File: src/rtl/jpeg_fifo_pkg.sv
// Shared helpers for the JPEG decoder stream FIFO: pointer wrap and level sizing.
package jpeg_fifo_pkg;

  // Advance a storage pointer, wrapping from depth-1 back to 0 (any depth).
  function automatic int unsigned ptr_inc(input int unsigned ptr, input int unsigned depth);
    return (ptr == depth - 32'd1) ? 32'd0 : ptr + 32'd1;
  endfunction

  // Bits needed to hold an occupancy count in the range 0..cap.
  function automatic int unsigned level_width(input int unsigned cap);
    return $clog2(cap + 32'd1);
  endfunction

endpackage

File: src/rtl/jpeg_fifo_out_reg.sv
// Output register stage: holds the head word, refilled from storage or by bypass.
module jpeg_fifo_out_reg #(
  parameter int unsigned WIDTH = 16
) (
  input  logic             clk_i,
  input  logic             rst_i,
  input  logic             flush_i,
  input  logic             st_empty_i,
  input  logic [WIDTH-1:0] st_head_i,
  input  logic             push_i,
  input  logic [WIDTH-1:0] in_data_i,
  input  logic             out_ready_i,
  output logic             st_rd_c,
  output logic             bypass_c,
  output logic             out_valid_o,
  output logic [WIDTH-1:0] out_data_o
);

  logic load_c;

  // Register may take a new word when empty or when its word is leaving.
  assign load_c   = ~out_valid_o | out_ready_i;
  // Storage head has priority; bypass only when storage is empty to keep order.
  assign st_rd_c  = load_c & ~st_empty_i;
  assign bypass_c = load_c & st_empty_i & push_i;

  // Head register: load from storage, else bypass the pushed word, else go empty.
  always_ff @(posedge clk_i) begin
    if (rst_i || flush_i) begin
      out_valid_o <= 1'b0;
      out_data_o  <= '0;
    end else if (load_c) begin
      if (!st_empty_i) begin
        out_valid_o <= 1'b1;
        out_data_o  <= st_head_i;
      end else if (push_i) begin
        out_valid_o <= 1'b1;
        out_data_o  <= in_data_i;
      end else begin
        out_valid_o <= 1'b0;
      end
    end
  end

endmodule

File: src/rtl/jpeg_stream_fifo.sv
// Valid/ready stream FIFO with any-integer depth, optional output register and level flags.
module jpeg_stream_fifo
  import jpeg_fifo_pkg::*;
#(
  parameter int unsigned WIDTH         = 16,
  parameter int unsigned DEPTH         = 8,
  parameter int unsigned OUT_REG       = 1,
  parameter int unsigned AFULL_THRESH  = DEPTH - 1,
  parameter int unsigned AEMPTY_THRESH = 1
) (
  input  logic                                       clk_i,
  input  logic                                       rst_i,
  input  logic                                       flush_i,
  input  logic                                       in_valid_i,
  input  logic [WIDTH-1:0]                           in_data_i,
  output logic                                       in_ready_o,
  output logic                                       out_valid_o,
  output logic [WIDTH-1:0]                           out_data_o,
  input  logic                                       out_ready_i,
  output logic [level_width(DEPTH+OUT_REG)-1:0]      level_o,
  output logic                                       almost_full_o,
  output logic                                       almost_empty_o
);

  localparam int unsigned CAP     = DEPTH + OUT_REG;
  localparam int unsigned LEVEL_W = level_width(CAP);
  localparam int unsigned PTR_W   = $clog2(DEPTH);

  logic [WIDTH-1:0]   mem [DEPTH];
  logic [PTR_W-1:0]   wr_ptr, rd_ptr, wr_ptr_nxt, rd_ptr_nxt;
  logic               st_empty, st_full;
  logic [LEVEL_W-1:0] level;
  logic               push, pop, st_wr, st_rd;
  logic               out_valid;
  logic [WIDTH-1:0]   out_data, st_head;

  assign wr_ptr_nxt = PTR_W'(ptr_inc(32'(wr_ptr), DEPTH));
  assign rd_ptr_nxt = PTR_W'(ptr_inc(32'(rd_ptr), DEPTH));
  assign st_head    = mem[rd_ptr];

  // Ready depends only on reset and occupancy, never on the downstream side.
  assign in_ready_o = ~rst_i & (level != LEVEL_W'(CAP));
  assign push       = in_valid_i & in_ready_o;
  assign pop        = out_valid & out_ready_i;

  assign out_valid_o    = out_valid;
  assign out_data_o     = out_data;
  assign level_o        = level;
  assign almost_full_o  = (32'(level) >= AFULL_THRESH);
  assign almost_empty_o = (32'(level) <= AEMPTY_THRESH);

  if (OUT_REG != 0) begin : g_out_reg
    logic bypass;

    jpeg_fifo_out_reg #(
      .WIDTH (WIDTH)
    ) u_out_reg (
      .clk_i       (clk_i),
      .rst_i       (rst_i),
      .flush_i     (flush_i),
      .st_empty_i  (st_empty),
      .st_head_i   (st_head),
      .push_i      (push),
      .in_data_i   (in_data_i),
      .out_ready_i (out_ready_i),
      .st_rd_c     (st_rd),
      .bypass_c    (bypass),
      .out_valid_o (out_valid),
      .out_data_o  (out_data)
    );

    // A bypassed word goes straight to the head register, not into storage.
    assign st_wr = push & ~bypass & ~st_full;
  end else begin : g_no_out_reg
    assign out_valid = ~st_empty;
    assign out_data  = st_head;
    assign st_rd     = pop;
    assign st_wr     = push & ~st_full;
  end

  // Storage array write port; contents are never cleared.
  always_ff @(posedge clk_i) begin
    if (st_wr) begin
      mem[wr_ptr] <= in_data_i;
    end
  end

  // Pointers with explicit full/empty tracking so any depth works.
  always_ff @(posedge clk_i) begin
    if (rst_i || flush_i) begin
      wr_ptr   <= '0;
      rd_ptr   <= '0;
      st_empty <= 1'b1;
      st_full  <= 1'b0;
    end else begin
      if (st_wr) wr_ptr <= wr_ptr_nxt;
      if (st_rd) rd_ptr <= rd_ptr_nxt;
      if (st_wr && !st_rd) begin
        st_empty <= 1'b0;
        st_full  <= (wr_ptr_nxt == rd_ptr);
      end else if (st_rd && !st_wr) begin
        st_full  <= 1'b0;
        st_empty <= (rd_ptr_nxt == wr_ptr);
      end
    end
  end

  // Occupancy including the head register.
  always_ff @(posedge clk_i) begin
    if (rst_i || flush_i) begin
      level <= '0;
    end else if (push && !pop) begin
      level <= level + LEVEL_W'(1);
    end else if (pop && !push) begin
      level <= level - LEVEL_W'(1);
    end
  end

endmodule

File: config.mk
export PLATFORM = sky130hd
export DESIGN_NAME = jpeg_stream_fifo
export DESIGN_NICKNAME = d
export VERILOG_FILES = /design/src/rtl/jpeg_fifo_pkg.sv /design/src/rtl/jpeg_fifo_out_reg.sv /design/src/rtl/jpeg_stream_fifo.sv
export SDC_FILE = /design/constraint.sdc
export NUM_CORES = 1
export LEC_CHECK = 0
export CAP_MARGIN = 40
export CORE_MARGIN = 3
export CORE_UTILIZATION = 55
export CTS_BUF_LIST = sky130_fd_sc_hd__clkbuf_8 sky130_fd_sc_hd__clkbuf_16
export DETAILED_ROUTE_END_ITERATION = 10
export GPL_TIMING_DRIVEN = 0
export PLACE_DENSITY = 0.75
export SETUP_SLACK_MARGIN = 0.3
export SKIP_CTS_REPAIR_TIMING = 1
export SYNTH_ARGS = -nofsm -noshare
export SYNTH_HDL_FRONTEND = slang
export SYNTH_SLANG_ARGS = --single-unit
File: constraint.sdc
create_clock -name clk_i -period 9.8 [get_ports clk_i]
set_input_delay 1.47 -clock clk_i [delete_from_list [all_inputs] [get_ports clk_i]]
set_output_delay 1.47 -clock clk_i [all_outputs]
set_load 0.01 [all_outputs]
# --- Word-level counts from Yosys, hierarchy flattened ---
# Memory sizes are Yosys's and may differ from the RTL's. A register that Yosys moved wholly into a read port is not among the register bits.
# Index checks and enable logic that the tools add are counted.
word_totals:
  ff_bits: 29
  ram_bits: 128
  in_bits: 21
  elab_cells: 62
  n_memories: 1
mem_list:
  columns: ["name", "depth", "word_bits", "read_ports", "rd_ports_with_merged_regs", "wr", "line", "source"]
  rows:
  - ["mem", 8, 16, 1, 1, 1, "jpeg_stream_fifo.sv:29", "logic [WIDTH-1:0] mem [DEPTH];"]
op_classes:
  n_addsub: 4
  order_cmp: 2
  eq_ne: 6
  mux: 16
  bitwise_logic: 14
  n_reduce_logical: 12
op_table:
  columns: ["cell", "count"]
  rows:
  - ["two-way mux 16 bit", 2]
  - ["two-way mux 3 bit", 4]
  - ["AND 1 bit", 8]
  - ["two-way mux 1 bit", 8]
  - ["two-way mux 4 bit", 2]
  - ["adder 3 x 1 -> 3 bit (second input constant)", 2]
  - ["equality test 3 bit", 2]
  - ["equality test 3 bit (second input constant)", 2]
  - ["inverter 1 bit", 5]
  - ["adder 4 x 1 -> 4 bit (second input constant)", 1]
  - ["greater-or-equal comparator 4 x 3 -> 1 bit (second input constant)", 1]
  - ["<= comparator 4 x 1 -> 1 bit (second input constant)", 1]
  - ["logical AND 1 bit", 4]
  - ["logical NOT 1 bit", 4]
  - ["inequality test 4 bit (second input constant)", 1]
  - ["nonzero test 2 bit", 2]
  - ["subtractor 4 x 1 -> 4 bit (second input constant)", 1]
  - ["inequality test 2 x 1 -> 1 bit (second input constant)", 1]
  - ["AND reduction 2 bit", 1]
  - ["logical OR 1 bit", 1]
  - ["OR 1 bit", 1]

# --- Depth between registers and ports, before layout ---
# Gate-level depths: netlist (run 1).
logic_depth:
  word_depth: 11
  ltp_mapped: 11

# --- By module ---
# A second synthesis (run 1) with hierarchy kept.
hier_totals:
  cells_unflattened: 367
  hier_area_um2: 6655.1
by_module_without_submodules:
  columns: ["mod", "n_inst", "cells_per_inst", "area_per_inst_um2", "seq_area_each_um2"]
  rows:
  - ["jpeg_stream_fifo", 1, 284, 5774.3, 4144.0]
  - ["jpeg_fifo_out_reg", 1, 83, 880.8, 340.3]

# --- Worst setup path before layout (run 1) ---
# Ideal clock, no wire load.
synth_path:
  kind: "input to register"
  start: "input port out_ready_i"
  end: "memory mem[0][0], enable pin"
  setup_ns: 0.430
  arrival_ns: 3.667
  setup_slack_ns: 5.703
  path_stages: 4
  n_path_buf: 0
  path_cell_list: "nand2b_1 > a21oi_1 > nand2_1 > nor4_1"
synth_via:
  elab_chain_len: 8
synth_rtl:
  columns: ["element", "line", "source"]
  rows:
  - ["start: declaration", "jpeg_stream_fifo.sv:19", "input logic out_ready_i,"]
  - ["OR 1 bit", "jpeg_fifo_out_reg.sv:22", "assign load_c = ~out_valid_o | out_ready_i;"]
  - ["AND 1 bit (2 in series)", "jpeg_fifo_out_reg.sv:25", "assign bypass_c = load_c & st_empty_i & push_i;"]
  - ["inverter 1 bit", "jpeg_stream_fifo.sv:73", "assign st_wr = push & ~bypass & ~st_full;"]
  - ["AND 1 bit (2 in series)", "jpeg_stream_fifo.sv:73", null]
  - ["two-way mux 1 bit", "jpeg_stream_fifo.sv:83", "if (st_wr) begin"]
  - ["two-way mux 1 bit (not written as such)", "jpeg_stream_fifo.sv:84", "mem[wr_ptr] <= in_data_i;"]
  - ["end: declaration", "jpeg_stream_fifo.sv:29", null]
# No other way between the ends.

# --- Worst setup path in the final report (run 1) ---
layout_path:
  start: "input port rst_i"
  end: "output port in_ready_o"
layout_via:
  elab_chain_len: 2
layout_rtl:
  columns: ["element", "line", "source"]
  rows:
  - ["start: declaration", "jpeg_stream_fifo.sv:12", "input logic rst_i,"]
  - ["inverter 1 bit", "jpeg_stream_fifo.sv:42", "assign in_ready_o = ~rst_i & (level != LEVEL_W'(CAP));"]
  - ["AND 1 bit", "jpeg_stream_fifo.sv:42", null]
  - ["end: declaration", "jpeg_stream_fifo.sv:16", "output logic in_ready_o,"]
# No other way between the ends.

==> results of run 1 <==
-- layout make-up --
class                   count  area share
repair buffers             57      0.0766
flip-flops and latches    160       0.561
plain buffers              23      0.0166
clock inverters            15      0.0225
clock buffers              17      0.0532
well taps                 143      0.0224
inverters                   6     0.00282
multi-input cells         215       0.245
-- critical path, delay by kind of cell --
kind | cells | cell delay (ns)
buffers and inverters | 3 | 1.06
and+or+nand+nor | 1 | 0.12
-- kinds of logic after synthesis --
group           after synthesis  share of synthesized area
compound gates               56                     0.0574
buf+inv                      29                     0.0236
xor+xnor                      9                     0.0120
mux                          53                      0.142
simple gates                 88                     0.0647
flops                       160                      0.684
fa+ha+maj                     9                     0.0172
-- worst paths after layout --
check / to / slack [ns] / cells after the start
min: g_out_reg.u_out_reg.out_data_o[14] / 0.48 / 2
max: in_ready_o / 5.69 / 4
max reg2reg: mem[2][1] / 7.01 / 8
min reg2reg: g_out_reg.u_out_reg.out_data_o[14] / 0.48 / 2
-- power groups by stage --
| stage | sequential (W) | clock [W] | combinational [W] |
|---|---|---|---|
| finish | 0.000738 | 0.000672 | 0.0000463 |
| global route | 0.000738 | 0.000703 | 0.0000503 |
| floorplan | 0.000753 | 0 | 0.0000167 |
| detailed placement | 0.000752 | 0 | 0.0000459 |
| global placement | 0.000752 | 0 | 0.0000444 |
| CTS | 0.000738 | 0.000680 | 0.0000463 |
-- state kept, by name, indices dropped and copies added, names as in the netlist, named ones only --
register,count
level_o,4
g_out_reg.u_out_reg.out_data_o,16
st_empty,1
st_full,1
g_out_reg.u_out_reg.out_valid_o,1
mem,128
rd_ptr,3
wr_ptr,3
-- cells in the final DEF (no fill, tap or decap), types with 3 or more instances in the layout --
cell and count:
mux4_1 22, nor2_1 11, mux2_2 12, xor2_1 6, nand2_1 34, ha_1 9
bufinv_16 4, clkbuf_1 12, xnor2_1 3, inv_1 10, clkbuf_16 17, o211ai_2 3
o32ai_1 3, nor2_2 3, buf_6 10, nand3_1 5, nand4_1 13, edfxtp_1 128
a21oi_1 18, dfxtp_1 32, nand2b_1 3, mux2i_1 17, clkdlybuf4s50_1 44, buf_2 4
nor2b_1 3, buf_4 5, nor3_2 4, clkinvlp_4 3, a22oi_1 9, o211ai_1 10
o21ai_0 7
-- stage by stage --
step	std cells	area [um2]	power (W)	setup WS, ns	util
after global placement	591	7180	0.000796	3.71	0.623
after global routing	636	7990	0.00149	5.61	0.694
after CTS	635	7980	0.00146	5.68	0.693
final	636	7990	0.00146	5.69	0.694
after detailed placement	603	7380	0.000798	5.68	0.641
after floorplan	404	6560	0.000770	5.70	-
-- layer usage --
metal,global-route usage,wire length (um),up-vias
met5,0,0,-
met4,0.0571,129,0
met3,0.0721,1040,17
met2,0.361,6890,153
met1,0.294,5770,1970
li1,-,-,1766
==> impl_metrics.ini, run 1 <==
[layout]
syn_to_final_growth_pct = 21.8
antenna_cells = 0
seqCellArea_um2 = 4480
drive_above_1_share = 0.154
fin_nets = 510
multiInputGateArea_um2 = 1950
final.fill_count = 770

[pwr]
ir_drop_v = 0.000205
p_int_w = 0.00118
clkPwrFrac = 0.462
power_frac_comb = 0.032
power_density_nw_per_um2 = 182
p_leak_nw = 2.66
p_sw_frac = 0.192
power_switching_w = 0.000280
pwr-share-seq = 0.507

[timing]
drv_slew = 0
max_slew_margin = 0.413
hold_viol = 0
fmax_mhz = 243
finalSetupTns_ns = 0
period_minus_slack_ns = 4.11
tightest_slew_ns = 0.881
worst_hold_slack_ns = 0.478
finalCritPeriodShare = 0.420
rsz0062_at_grt = false
report.final.setup_viol = 0
clock_skew_ns = 0.0107

[routing]
drtAntennaViolNets = 0
wl_mm = 13.8
vias = 3906
wl_per_cell_um = 21.8
avgViaCountPerCell = 6.14
firstDrtPassIters = 5
drt-initial-drc-count = 281
drc = 0

[setup_path]
worst_path_largest_cell_delay_ns = 0.53
cp-end-kind = output port
reg2reg_from = level_o[1]
crit_chain = clkdlybuf4s50_1, inv_1, and2_1, clkdlybuf4s50_1
worst-endpoint-arrival_ns = 2.64
slowest_stage = clkdlybuf4s50_1
crit_start = rst_i
crit_type = in2out
critPathRequiredTime_ns = 8.33
cp-start-kind = input pin
cp_max_fo = 3
path_common_cell = clkdlybuf4s50_1

[synth]
synth_edf_count = 128
syn_nets = 434
synth.cell_area_um2 = 6560
synth_cells = 404
synth_flop_cell = edfxtp_1
ys_types = 42
yosysSeqAreaShare = 0.684
synth_largest_area_cell = edfxtp_1
async_flop_share = 0
syn_area_per_cell_um2 = 16.2
yosysMostFrequentCell = edfxtp_1
yosysTopAreaCellShare = 0.586
yosys-top-cells-count = edfxtp_1, nand2_1, dfxtp_1, mux4_1, a21oi_1
synth_area_leaders = edfxtp_1, dfxtp_1, mux4_1
ys_warn_count = 0
synth-seq-cells = 160

[clock_network]
cts_tree = done
root_buffer = clkbuf_16
clockBufferDepth = 2
h-tree-depth = 4
insertion_delay_ns = 0.43
path_clk_slew_ns = 0.06
cts.sink_count = 160
numCtsBuffers = 17

[hold_path]
hold_start = g_out_reg.u_out_reg.out_data_o[14]
hold_path_class = reg2reg

[floorplanning]
core_um2 = 11500
die_height_um = 115
rows = 39
io_pins = 45
dieArea_um2 = 13300
start_util = 0.570
fp.dieW_um = 115

[run_status]
outcome = finished clean

[global_route]
grt_use_total = 0.223
grt_max_degree = 17
antenna_found_initial = 0
grt_pass1_vias = 3938
grt_first_pass_wirelength_mm = 21.4
grt-ovfl-total = 0

[flow_run]
cap_violations = 0

[place]
port-buffer-count = 44
hpwl_mm = 9.11
gp_congestion = 0.843
No activity file was read; power rests on OpenSTA's default activity.
==> inputs of run 2 (changes only) <==
==> constraint.sdc (replaced) <==
create_clock -name clk_i -period 3.9 [get_ports clk_i]
set_input_delay 0.585 -clock clk_i [delete_from_list [all_inputs] [get_ports clk_i]]
set_output_delay 0.585 -clock clk_i [all_outputs]
set_load 0.01 [all_outputs]
==> results of run 2 <==
The final DEF is identical to that of run 1. Status: finished clean.
Among the figures that moved: setup slack after placement 5.68 ns -> 0.664 ns; setup slack after layout 5.69 ns -> 1.11 ns; start point of the critical path rst_i -> level_o[1]; end point of the critical path in_ready_o -> mem[2][1]; register-to-register setup slack 7.01 ns -> 1.11 ns; total power 0.00146 W -> 0.00366 W; worst IR drop on VDD 0.000205 V -> 0.000514 V
==> inputs of run 3 (changes only) <==
--- a/config.mk
+++ b/config.mk
@@ -7,11 +7,11 @@
 export LEC_CHECK = 0
 export CAP_MARGIN = 40
 export CORE_MARGIN = 3
-export CORE_UTILIZATION = 55
+export CORE_UTILIZATION = 53
 export CTS_BUF_LIST = sky130_fd_sc_hd__clkbuf_8 sky130_fd_sc_hd__clkbuf_16
 export DETAILED_ROUTE_END_ITERATION = 10
 export GPL_TIMING_DRIVEN = 0
-export PLACE_DENSITY = 0.75
+export PLACE_DENSITY = 0.76
 export SETUP_SLACK_MARGIN = 0.3
 export SKIP_CTS_REPAIR_TIMING = 1
 export SYNTH_ARGS = -nofsm -noshare
==> constraint.sdc (replaced) <==
create_clock -name clk_i -period 2.5 [get_ports clk_i]
set_input_delay 0.375 -clock clk_i [delete_from_list [all_inputs] [get_ports clk_i]]
set_output_delay 0.375 -clock clk_i [all_outputs]
set_load 0.01 [all_outputs]
==> impl_metrics.ini, run 3 (synthesis results as in run 1) <==
[floorplanning]
rows = 40
io_pins = 45
core_um2 = 12100
fp.dieW_um = 117
dieArea_um2 = 13700
die_height_um = 117
start_util = 0.544

[timing]
hold_viol = 0
finalSetupTns_ns = 0
fmax_mhz = 465
finalCritPeriodShare = 0.860
rsz0062_at_grt = true
report.final.setup_viol = 0
drv_slew = 0
clock_skew_ns = 0.00845
max_slew_margin = 0.461
tightest_slew_ns = 0.809
setup_ws_ns = 0.350
period_minus_slack_ns = 2.15

[pwr]
p_leak_nw = 2.74
ir_drop_v = 0.000477
power_density_nw_per_um2 = 728

[global_route]
grt_first_pass_wirelength_mm = 21.1
grt_pass1_vias = 3753
antenna_found_initial = 0
grt_max_degree = 17
grt_use_total = 0.218
grt-ovfl-total = 0

[place]
dp_slack_ns = -0.485
placed_cell_area_um2 = 7420
gp_congestion = 0.836
hpwl_mm = 9.42
dp_cells = 624
port-buffer-count = 44

[layout]
largest_register = mem
largest_reg_flops = 128
antenna_cells = 0
final_core_util = 0.686
final_cell_mix = edfxtp_1, clkdlybuf4s50_1, nand2_1
syn_to_final_growth_pct = 26.1
instances_no_fill = 667
layout_commonest_cell = edfxtp_1
final.fill_count = 772
fin_nets = 516
final_area_um2 = 8270
drive_above_1_share = 0.204

[setup_path]
cp-start-kind = flop
rr_endpoint = st_full
critPathRequiredTime_ns = 2.86
r2r_setup_slack_ns = 0.35
reg2reg_from = level_o[1]
r2r_cells = 12
cp-end-kind = flop
worst-endpoint-arrival_ns = 2.51
crit_type = reg2reg
cp_max_fo = 6
crit_start = level_o[1]

[clock_network]
cts.sink_count = 160
insertion_delay_ns = 0.43
numCtsBuffers = 17
clockBufferDepth = 2
path_clk_slew_ns = 0.06
h-tree-depth = 4
cts_tree = done
root_buffer = clkbuf_16

[routing]
wl_mm = 14.8
drt-initial-drc-count = 429
avgViaCountPerCell = 5.86
drtAntennaViolNets = 0
wl_per_cell_um = 22.2
firstDrtPassIters = 5
drc = 0
vias = 3907

[flow_run]
cap_violations = 0

[hold_path]
hold_start = g_out_reg.u_out_reg.out_data_o[11]
whs_path_depth = 2
hold_path_class = reg2reg
hold_end = g_out_reg.u_out_reg.out_data_o[11]

[run_status]
outcome = finished clean
==> run 3: cell types whose count changed in the layout (fill, tap and decap cells not counted), sizes merged <==
cell,change
dlymetal6s2s,+2
clkbuf,+2
clkdlybuf4s50,-2
buf,+5
clkinvlp,-1
inv,-2
bufinv,+2
==> run 3: report_power, final <==
group,switching (W),internal [W],leakage (nW)
clock network,0.00103,0.00190,0.324
registers,0.00000992,0.00288,1.41
logic,0.000109,0.0000852,1.01
total,0.00115,0.00486,2.74
==> run 3: final cells by class <==
class | count | area (um2) | area share
Clock inverter | 14 | 235 | 0.0284
Sequential cell | 160 | 4490 | 0.543
Inverter | 6 | 25.0 | 0.00303
Tap cell | 168 | 210 | 0.0254
Clock buffer | 18 | 439 | 0.0531
Timing Repair Buffer | 63 | 669 | 0.0810
Buffer | 23 | 139 | 0.0168
Multi-Input combinational cell | 215 | 2060 | 0.249
==> run 3: critical path: stages, from the launching register on <==
cell and delay [ns]:
dfxtp_2 0.35, inv_1 0.08, ha_2 0.18, nand3b_1 0.10
buf_4 0.17, nand3_4 0.12, inv_4 0.07, nand2_4 0.14
inv_1 0.07, ha_1 0.35, nor4b_2 0.28, a22oi_1 0.10
nor2_1 0.08
==> run 3: per-layer routing <==
metal  global-route usage  vias up  routed length [um]
met3               0.0458       23                1030
met1                0.280     1935                5850
li1                     -     1778                   -
met4               0.0833        0                 206
met5                    0        -                   0
met2                0.366      171                7740
==> run 3: how the worst max path moves through the flow <==
stage	to	slack [ns]	depth (start not counted)
after detailed placement	mem[0][13]	-0.48	6
final	st_full	0.35	12
after global placement	mem[7][13]	-1.02	5
after floorplan	mem[7][0]	0.20	7
after global routing	st_full	0.20	12
after CTS	mem[0][1]	-0.16	8
==> run 3: through the flow <==
step | hold slack (ns) | power (W)
after floorplan | 0.474 | 0.00302
after global placement | 0.466 | 0.00312
after detailed placement | 0.478 | 0.00313
after CTS | 0.491 | 0.00602
after global routing | 0.508 | 0.00617
final | 0.489 | 0.00602
